**src/rtl/aq_fcnvt_xtoh_ctrl.sv**
```systemverilog
// FP64 -> FP16 convert sequencer: captures one operand, classifies it, drives the shared
// denormal shifter and rounds/packs the half-precision result with IEEE exception flags.
module aq_fcnvt_xtoh_ctrl #(
  parameter int unsigned RM_W = 3
) (
  input  logic            forever_cpuclk,
  input  logic            cpurst,
  input  logic            ctrl_flush,
  input  logic            req_vld,
  output logic            req_rdy,
  input  logic [63:0]     req_src,
  input  logic [RM_W-1:0] req_rm,
  output logic [11:0]     xtoh_sh_cnt,
  output logic [51:0]     xtoh_sh_src,
  input  logic [10:0]     xtoh_sh_f_v,
  input  logic [53:0]     xtoh_sh_f_x,
  output logic            res_vld,
  input  logic            res_rdy,
  output logic [15:0]     res_data,
  output logic [4:0]      res_fflags
);

  typedef enum logic [1:0] {StIdle, StCalc, StRnd, StDone} state_e;

  state_e          r_state;
  state_e          w_state_nxt;
  logic [63:0]     r_src;
  logic [RM_W-1:0] r_rm;
  logic [9:0]      r_fv;
  logic            r_guard_sh;
  logic            r_sticky_sh;
  logic            r_vld;
  logic [15:0]     r_data;
  logic [4:0]      r_flags;

  logic w_accept;

  assign req_rdy  = ~ctrl_flush & ((r_state == StIdle) | ((r_state == StDone) & res_rdy));
  assign w_accept = req_vld & req_rdy;

  // Operand classification, shared by CALC and RND.
  logic               w_sign;
  logic [10:0]        w_exp;
  logic [51:0]        w_frac;
  logic signed [11:0] w_e;
  logic               w_exp_max;
  logic               w_frac_nz;
  logic               w_nan;
  logic               w_inf;
  logic               w_zero;
  logic               w_denorm;
  logic               w_ovf_pre;
  logic               w_tiny;

  assign w_sign    = r_src[63];
  assign w_exp     = r_src[62:52];
  assign w_frac    = r_src[51:0];
  assign w_e       = $signed({1'b0, w_exp}) - 12'sd1023;
  assign w_exp_max = (w_exp == 11'h7FF);
  assign w_frac_nz = (w_frac != 52'd0);
  assign w_nan     = w_exp_max & w_frac_nz;
  assign w_inf     = w_exp_max & ~w_frac_nz;
  assign w_zero    = (w_exp == 11'd0) & ~w_frac_nz;
  assign w_denorm  = (w_exp == 11'd0) & w_frac_nz;
  assign w_ovf_pre = ~w_exp_max & (w_e > 12'sd15);
  assign w_tiny    = w_denorm | ((w_exp != 11'd0) & (w_e <= -12'sd15));

  // Shifter is only driven while its result is being sampled.
  always_comb begin
    xtoh_sh_cnt = 12'd0;
    xtoh_sh_src = 52'd0;
    if (r_state == StCalc) begin
      xtoh_sh_src = w_frac;
      if (w_denorm) begin
        xtoh_sh_cnt = 12'h800;
      end else if (w_tiny) begin
        xtoh_sh_cnt = w_e;
      end
    end
  end

  always_comb begin
    w_state_nxt = r_state;
    case (r_state)
      StIdle: if (w_accept) w_state_nxt = StCalc;
      StCalc: w_state_nxt = StRnd;
      StRnd:  w_state_nxt = StDone;
      StDone: if (res_rdy) w_state_nxt = w_accept ? StCalc : StIdle;
      default: w_state_nxt = StIdle;
    endcase
    if (ctrl_flush) w_state_nxt = StIdle;
  end

  // Rounding inputs: tiny values take the shifter result, normals the raw fraction.
  logic [9:0] w_mant;
  logic [4:0] w_exp5;
  logic       w_guard;
  logic       w_sticky;
  logic       w_inexact;
  logic       w_inc;

  always_comb begin
    w_mant   = w_frac[51:42];
    w_exp5   = w_e[4:0] + 5'd15;
    w_guard  = w_frac[41];
    w_sticky = |w_frac[40:0];
    if (w_tiny) begin
      w_mant   = r_fv;
      w_exp5   = 5'd0;
      w_guard  = r_guard_sh;
      w_sticky = r_sticky_sh;
    end
  end

  assign w_inexact = w_guard | w_sticky;

  // Encodings 5..7 fall through to round-to-nearest-even.
  always_comb begin
    w_inc = w_guard & (w_sticky | w_mant[0]);
    if (r_rm == RM_W'(1)) begin
      w_inc = 1'b0;
    end else if (r_rm == RM_W'(2)) begin
      w_inc = w_sign & w_inexact;
    end else if (r_rm == RM_W'(3)) begin
      w_inc = ~w_sign & w_inexact;
    end else if (r_rm == RM_W'(4)) begin
      w_inc = w_guard;
    end
  end

  // Mantissa carry ripples into the exponent field, covering denormal->normal and binade steps.
  logic [14:0] w_sum;
  logic        w_ovf;
  logic [14:0] w_ovf_mag;

  assign w_sum = {w_exp5, w_mant} + {14'd0, w_inc};
  assign w_ovf = w_ovf_pre | (w_sum[14:10] == 5'h1F);

  always_comb begin
    w_ovf_mag = 15'h7C00;
    if (r_rm == RM_W'(1)) begin
      w_ovf_mag = 15'h7BFF;
    end else if (r_rm == RM_W'(2)) begin
      w_ovf_mag = w_sign ? 15'h7C00 : 15'h7BFF;
    end else if (r_rm == RM_W'(3)) begin
      w_ovf_mag = w_sign ? 15'h7BFF : 15'h7C00;
    end
  end

  logic [15:0] w_res_data;
  logic [4:0]  w_res_flags;

  always_comb begin
    w_res_data  = {w_sign, w_sum};
    w_res_flags = {3'b000, w_tiny & w_inexact, w_inexact};
    if (w_nan) begin
      w_res_data  = 16'h7E00;
      w_res_flags = {~w_frac[51], 4'b0000};
    end else if (w_inf) begin
      w_res_data  = {w_sign, 15'h7C00};
      w_res_flags = 5'b00000;
    end else if (w_zero) begin
      w_res_data  = {w_sign, 15'h0000};
      w_res_flags = 5'b00000;
    end else if (w_ovf) begin
      w_res_data  = {w_sign, w_ovf_mag};
      w_res_flags = 5'b00101;
    end
  end

  always_ff @(posedge forever_cpuclk) begin
    if (cpurst) begin
      r_state     <= StIdle;
      r_src       <= 64'd0;
      r_rm        <= '0;
      r_fv        <= 10'd0;
      r_guard_sh  <= 1'b0;
      r_sticky_sh <= 1'b0;
      r_vld       <= 1'b0;
      r_data      <= 16'd0;
      r_flags     <= 5'd0;
    end else begin
      r_state <= w_state_nxt;
      if (w_accept) begin
        r_src <= req_src;
        r_rm  <= req_rm;
      end
      if (r_state == StCalc) begin
        r_fv        <= xtoh_sh_f_v[9:0];
        r_guard_sh  <= xtoh_sh_f_x[53];
        r_sticky_sh <= |xtoh_sh_f_x[52:0];
      end
      if (ctrl_flush) begin
        r_vld <= 1'b0;
      end else if (r_state == StRnd) begin
        r_vld   <= 1'b1;
        r_data  <= w_res_data;
        r_flags <= w_res_flags;
      end else if ((r_state == StDone) && res_rdy) begin
        r_vld <= 1'b0;
      end
    end
  end

  assign res_vld    = r_vld;
  assign res_data   = r_data;
  assign res_fflags = r_flags;

  // Half denormals never need the shifter's integer bit.
  logic w_unused_fv;
  assign w_unused_fv = xtoh_sh_f_v[10];

endmodule
```
**config.mk**
```make
export PLATFORM = sky130hd
export DESIGN_NAME = aq_fcnvt_xtoh_ctrl
export DESIGN_NICKNAME = d
export VERILOG_FILES = /design/src/rtl/aq_fcnvt_xtoh_ctrl.sv
export SDC_FILE = /design/constraint.sdc
export NUM_CORES = 1
export LEC_CHECK = 0
export CAP_MARGIN = 20
export CORE_MARGIN = 5
export CORE_UTILIZATION = 47
export DETAILED_ROUTE_END_ITERATION = 16
export PLACE_DENSITY = 0.89
export SETUP_SLACK_MARGIN = 0.2
export SYNTH_ARGS = -nofsm -noshare
export SYNTH_HDL_FRONTEND = slang
export SYNTH_SLANG_ARGS = --single-unit
```
**constraint.sdc**
```tcl
create_clock -name forever_cpuclk -period 15.1 [get_ports forever_cpuclk]
set_input_delay 3.02 -clock forever_cpuclk [delete_from_list [all_inputs] [get_ports forever_cpuclk]]
set_output_delay 3.02 -clock forever_cpuclk [all_outputs]
set_load 0.005 [all_outputs]
```
# Yosys cells after proc, flatten, opt, wreduce, memory -nomap -nowiden
# Index checks and enable logic that the tools add are counted.
dict set report totals {
  input_bits 137
  elab_cells 90
  reg_bits 103
  output_inout_bits 87
}
dict set report classes {
  eq_ne 11
  n_bitwise 23
  muxes 31
  n_lt_le_gt_ge 2
  addsub 3
  reduce_logical 11
}
# operator n
set op_table {}
lappend op_table {{11-bit 2-to-1 mux} 5}
lappend op_table {{53-bit OR reduction} 1}
lappend op_table {{52-bit 2-to-1 mux} 1}
lappend op_table {{52-bit nonzero test} 1}
lappend op_table {{15-bit 2-to-1 mux} 3}
lappend op_table {{41-bit OR reduction} 1}
lappend op_table {{12-bit 2-to-1 mux} 3}
lappend op_table {{16-bit 2-to-1 mux} 1}
lappend op_table {{15-bit by 1-bit adder with 15-bit output} 1}
lappend op_table {{1-bit AND} 13}
lappend op_table {{12-bit by 5-bit > comparator with 1-bit output (second input constant)} 1}
lappend op_table {{12-bit by 5-bit <= comparator with 1-bit output (second input constant)} 1}
lappend op_table {{11-bit by 10-bit subtractor with 12-bit output (second input constant)} 1}
lappend op_table {{11-bit equality test (second input constant)} 1}
lappend op_table {{11-bit zero test} 1}
lappend op_table {{11-bit nonzero test} 1}
lappend op_table {{10-bit 2-to-1 mux} 1}
lappend op_table {{5-bit 2-to-1 mux} 2}
lappend op_table {{1-bit 2-to-1 mux} 9}
lappend op_table {{3-bit 2-to-1 mux} 3}
lappend op_table {{2-bit case mux with 4 select lines} 1}
lappend op_table {{3-bit by 2-bit equality test with 1-bit output (second input constant)} 2}
lappend op_table {{5-bit by 4-bit adder with 5-bit output (second input constant)} 1}
lappend op_table {{5-bit equality test (second input constant)} 1}
lappend op_table {{13 further kinds} 25}

# Logic depth before layout (Yosys ltp)
dict set report depth {
  depth_word 18
  ltp_mapped 25
  ltp_nobuf 22
}

# Worst setup path after synthesis
# No wires, ideal clock.
dict set report synth_timing {
  path_type {input-to-output}
  from {input port res_rdy}
  to {output port req_rdy}
  required_ns 12.080
  path_buffers 0
  slack_ns 8.867
  arrival_ns 3.213
  stages 2
  cell_sequence {a21oi_1 -> nor2_1}
}
dict set report synth_between {
  elab_chain_cells 3
}
# element line_no
set synth_rtl {}
lappend synth_rtl {{start: declaration} 18} ;# input logic res_rdy,
lappend synth_rtl {{1-bit AND} 38} ;# assign req_rdy = ~ctrl_flush & ((r_state == StIdle) | ((r_state == StDone) & res_rdy));
lappend synth_rtl {{1-bit OR} 38}
lappend synth_rtl {{1-bit AND} 38}
lappend synth_rtl {{end: declaration} 10} ;# output logic req_rdy,
# Every way passes these cells.

# Final worst setup path
# Same ends and word-level chain as after synthesis.

==> flow_metrics.env <==
export IMPL_status="completed"
export IMPL_grt_max_degree=103
export IMPL_wl_met1_um=6968
export IMPL_diodes=0
export IMPL_synth_compound_area_share_pct=15.02
export IMPL_netlist_instances=770
export IMPL_cpPeakStageDelay_ns=0.55
export IMPL_synth_xor_area_share_pct=5.466
export IMPL_met3_length_um=1848
export IMPL_worstPathRequired_ns=12.08
export IMPL_synthMostInstantiatedCell="nand2_1"
export IMPL_drcViolationCount=0
export IMPL_io_pin_count=224
export IMPL_period_share_pct=48.71
export IMPL_gp_congestion=0.9561
export IMPL_avgRoutedWirePerCell_um=16.42
export IMPL_cp_num_buf_inv=2
export IMPL_crit_path_end_kind="output pin"
export IMPL_dr_wl_met2_um=8864
export IMPL_syn_area_per_cell_um2=7.283
export IMPL_yosys_most_used_dff="dfxtp_1"
export IMPL_grt_first_pass_wirelength_um=28750
export IMPL_total_leakage_power_nw=2.897
export IMPL_layout_min_cycle_time_ns=7.356
export IMPL_reg2reg_to="res_data[0]"
export IMPL_peakVddDrop_uv=80.82
export IMPL_yosysTopAreaCell="dfxtp_1"
export IMPL_fmax_mhz=135.9
export IMPL_r2r_slack_ns=8.61
export IMPL_p_per_area_nw_per_um2=79.69
export IMPL_cp_start_kind="input port"
export IMPL_critPathKind="in -> out"
export IMPL_clk_latency_ns=0.36
export IMPL_rsz0062_at_grt="no"
export IMPL_clock_skew_final_ns=0.01132
export IMPL_ys_warn_count=0
export IMPL_portBuffers=221
export IMPL_gr_total_overflow=0
export IMPL_die_y_um=119.2
export IMPL_syn_nets=917
export IMPL_cp_common_cell="clkdlybuf4s50_1"
export IMPL_ys_top_cells_by_count="nand2_1 (176), dfxtp_1 (102), a21oi_1 (98)"
export IMPL_finalSetupViolCount=0
export IMPL_reg2reg_from="r_src[52]"
export IMPL_hold_buffers=0
export IMPL_yosys_mux_area_fraction_pct=2.878
export IMPL_critPathSlowestCell="clkdlybuf4s50_1"
export IMPL_synthArstFlopShare_pct=0
export IMPL_slew_viol_final=0
export IMPL_dieArea_um2=14220
export IMPL_synthAdderAreaFrac_pct=2.231
export IMPL_first_pass_iters=5
export IMPL_crit_chain="clkdlybuf4s50_1, a21oi_1, nor2_1, clkdlybuf4s50_1"
export IMPL_vias=5907
export IMPL_grt_pass1_vias=5747
export IMPL_cp_depth=4
export IMPL_cp_max_fo=3
export IMPL_cts_tree="done"
export IMPL_htree_num_levels=3
export IMPL_crit_arrival_ns=4.34
export IMPL_post_cts_resized=0
export IMPL_clk_pin_slew_worst_paths_ns=0.06
export IMPL_postPlaceCellArea_um2=7789
export IMPL_synth_seq_area_share_pct=36.41
export IMPL_layout_drive_gt1_share_pct=3.459
export IMPL_synth_area_um2=5608
export IMPL_postCtsSetupBuffers=0
export IMPL_final_cell_area_um2=8117
export IMPL_synth_top_cell_area_share_pct=36.41
export IMPL_clockBufferDepth=2
export IMPL_slew_headroom_pct=28.72
export IMPL_tns_ns=0
export IMPL_initial_core_util_pct=48.49
export IMPL_hpwlAfterDp_um=13180
export IMPL_top_layer="met4"
export IMPL_ys_ff_latch=102
export IMPL_grt_usage_pct=24.93
export IMPL_synth_top_family_by_area="simple AND/OR/NAND/NOR gates"
export IMPL_fp_dieW_um=119.2
export IMPL_worstHoldPathType="reg -> reg"
export IMPL_nets=1096
export IMPL_area_growth_pct=44.73
export IMPL_worst_slew_pin_slew_ns=1.069
export IMPL_yosysUniqueCellTypes=58
export IMPL_crit_path_start="res_rdy"
export IMPL_ant_nets=0
export IMPL_crit_path_end="req_rdy"
export IMPL_rr_worst_depth=21
export IMPL_maxCapViolCount=0
export IMPL_first_iter_violations=532
export IMPL_cts_buffers=9
export IMPL_routed_via_density=5.385
export IMPL_clockRootBuffer="clkbuf_16"
export IMPL_finalHoldViolCount=0
export IMPL_clock_sinks=102
export IMPL_core_area_um2=11560
export IMPL_critical_path_top_delay_family="buffers and inverters"
export IMPL_rows=39
export IMPL_synthSimpleGateAreaFrac_pct=33.18
export IMPL_synth_area_top_cells="dfxtp_1 (36%), nand2_1 (12%), a21oi_1 (8.7%), and2_1 (6.0%), nor2_1 (4.2%)"
export IMPL_wl_um=18020
export IMPL_antenna_found_initial=0
export IMPL_synth_edf_count=0
==> metrics by stage <==
stage / utilization (%) / instances / hold WS (ns) / total power [W] / setup slack (ns)
2_1_floorplan: - / 770 / 0.4444 / 0.0003449 / 8.867
3_3_place_gp: 67.35 / 1081 / 0.4411 / 0.0003958 / 7.775
3_5_place_dp: 67.35 / 1081 / 0.4421 / 0.0003975 / 7.752
4_1_cts: 70.18 / 1097 / 0.4511 / 0.0006511 / 7.751
5_1_grt: 70.18 / 1097 / 0.4734 / 0.0006739 / 7.667
6_report: 70.18 / 1097 / 0.4490 / 0.0006468 / 7.744
==> report_power, final <==
group	switching [W]	total, W	internal, W	leakage (nW)
Combinational	0.0000436	0.0000993	0.0000556	1.91
Sequential	0.0000137	0.000293	0.000279	0.830
Clock	0.000107	0.000254	0.000148	0.162
==> layout by cell type (no fill, tap or decap), types with 4 or more instances in the layout <==
cell and count:
a21oi_1 98, and2_1 53, and3_1 10, buf_4 4, clkbuf_16 9, clkdlybuf4s50_1 220
dfxtp_1 102, ha_1 9, inv_1 8, mux2i_1 15, nand2_1 175, nand3_1 18
nand4_1 11, nor2_1 63, nor2b_1 6, nor3_1 17, nor4_1 26, o21ai_0 17
xnor2_1 22, xor2_1 13
==> kinds of logic (layout without fill, tap and decap cells) <==
kind of cell | after synthesis | count (layout)
adder cells (fa/ha/maj) | 10 | 10
XOR/XNOR | 35 | 35
AO/OA/AOI/OAI | 147 | 147
AND/OR/NAND/NOR | 395 | 395
other | 1 | 1
flip-flops | 102 | 102
multiplexers | 16 | 16
buffers and inverters | 64 | 248
==> worst min-delay path by stage <==
stage / startpoint / to / cells after the start
final: res_data[8] / res_data[8] / 2
after global routing: res_data[2] / res_data[2] / 2
after CTS: res_data[8] / res_data[8] / 2
after detailed placement: res_data[8] / res_data[8] / 2
after global placement: res_data[11] / res_data[11] / 2
after floorplan: r_src[8] / r_src[8] / 2
==> worst min-delay path, stage by stage (launching register included) <==
cell and delay [ns]:
dfxtp_1 0.31, nand2_1 0.05, a21oi_1 0.05
==> state kept, by name, indices dropped and copies added, names as in the netlist <==
| register | count |
|---|---|
| r_fv | 10 |
| r_guard_sh | 1 |
| r_rm | 3 |
| r_src | 64 |
| r_state | 2 |
| r_sticky_sh | 1 |
| res_data | 16 |
| res_fflags | 4 |
| res_vld | 1 |
==> final cells by class <==
class / count / area [µm²]
Clock buffer: 9 / 225.2
Multi-Input combinational cell: 604 / 3306
Fill cell: 942 / 3448
Tap cell: 143 / 178.9
Timing Repair Buffer: 224 / 2232
Inverter: 8 / 30.03
Clock inverter: 7 / 102.6
Sequential cell: 102 / 2042
==> per-layer routing <==
metal | vias to the layer above | global-route usage, %
met5 | - | 0
met4 | 0 | 6.807
met3 | 32 | 11.56
met2 | 211 | 43.31
met1 | 2699 | 27.40
li1 | 2965 | -
Power figures use the tool's default switching activity.
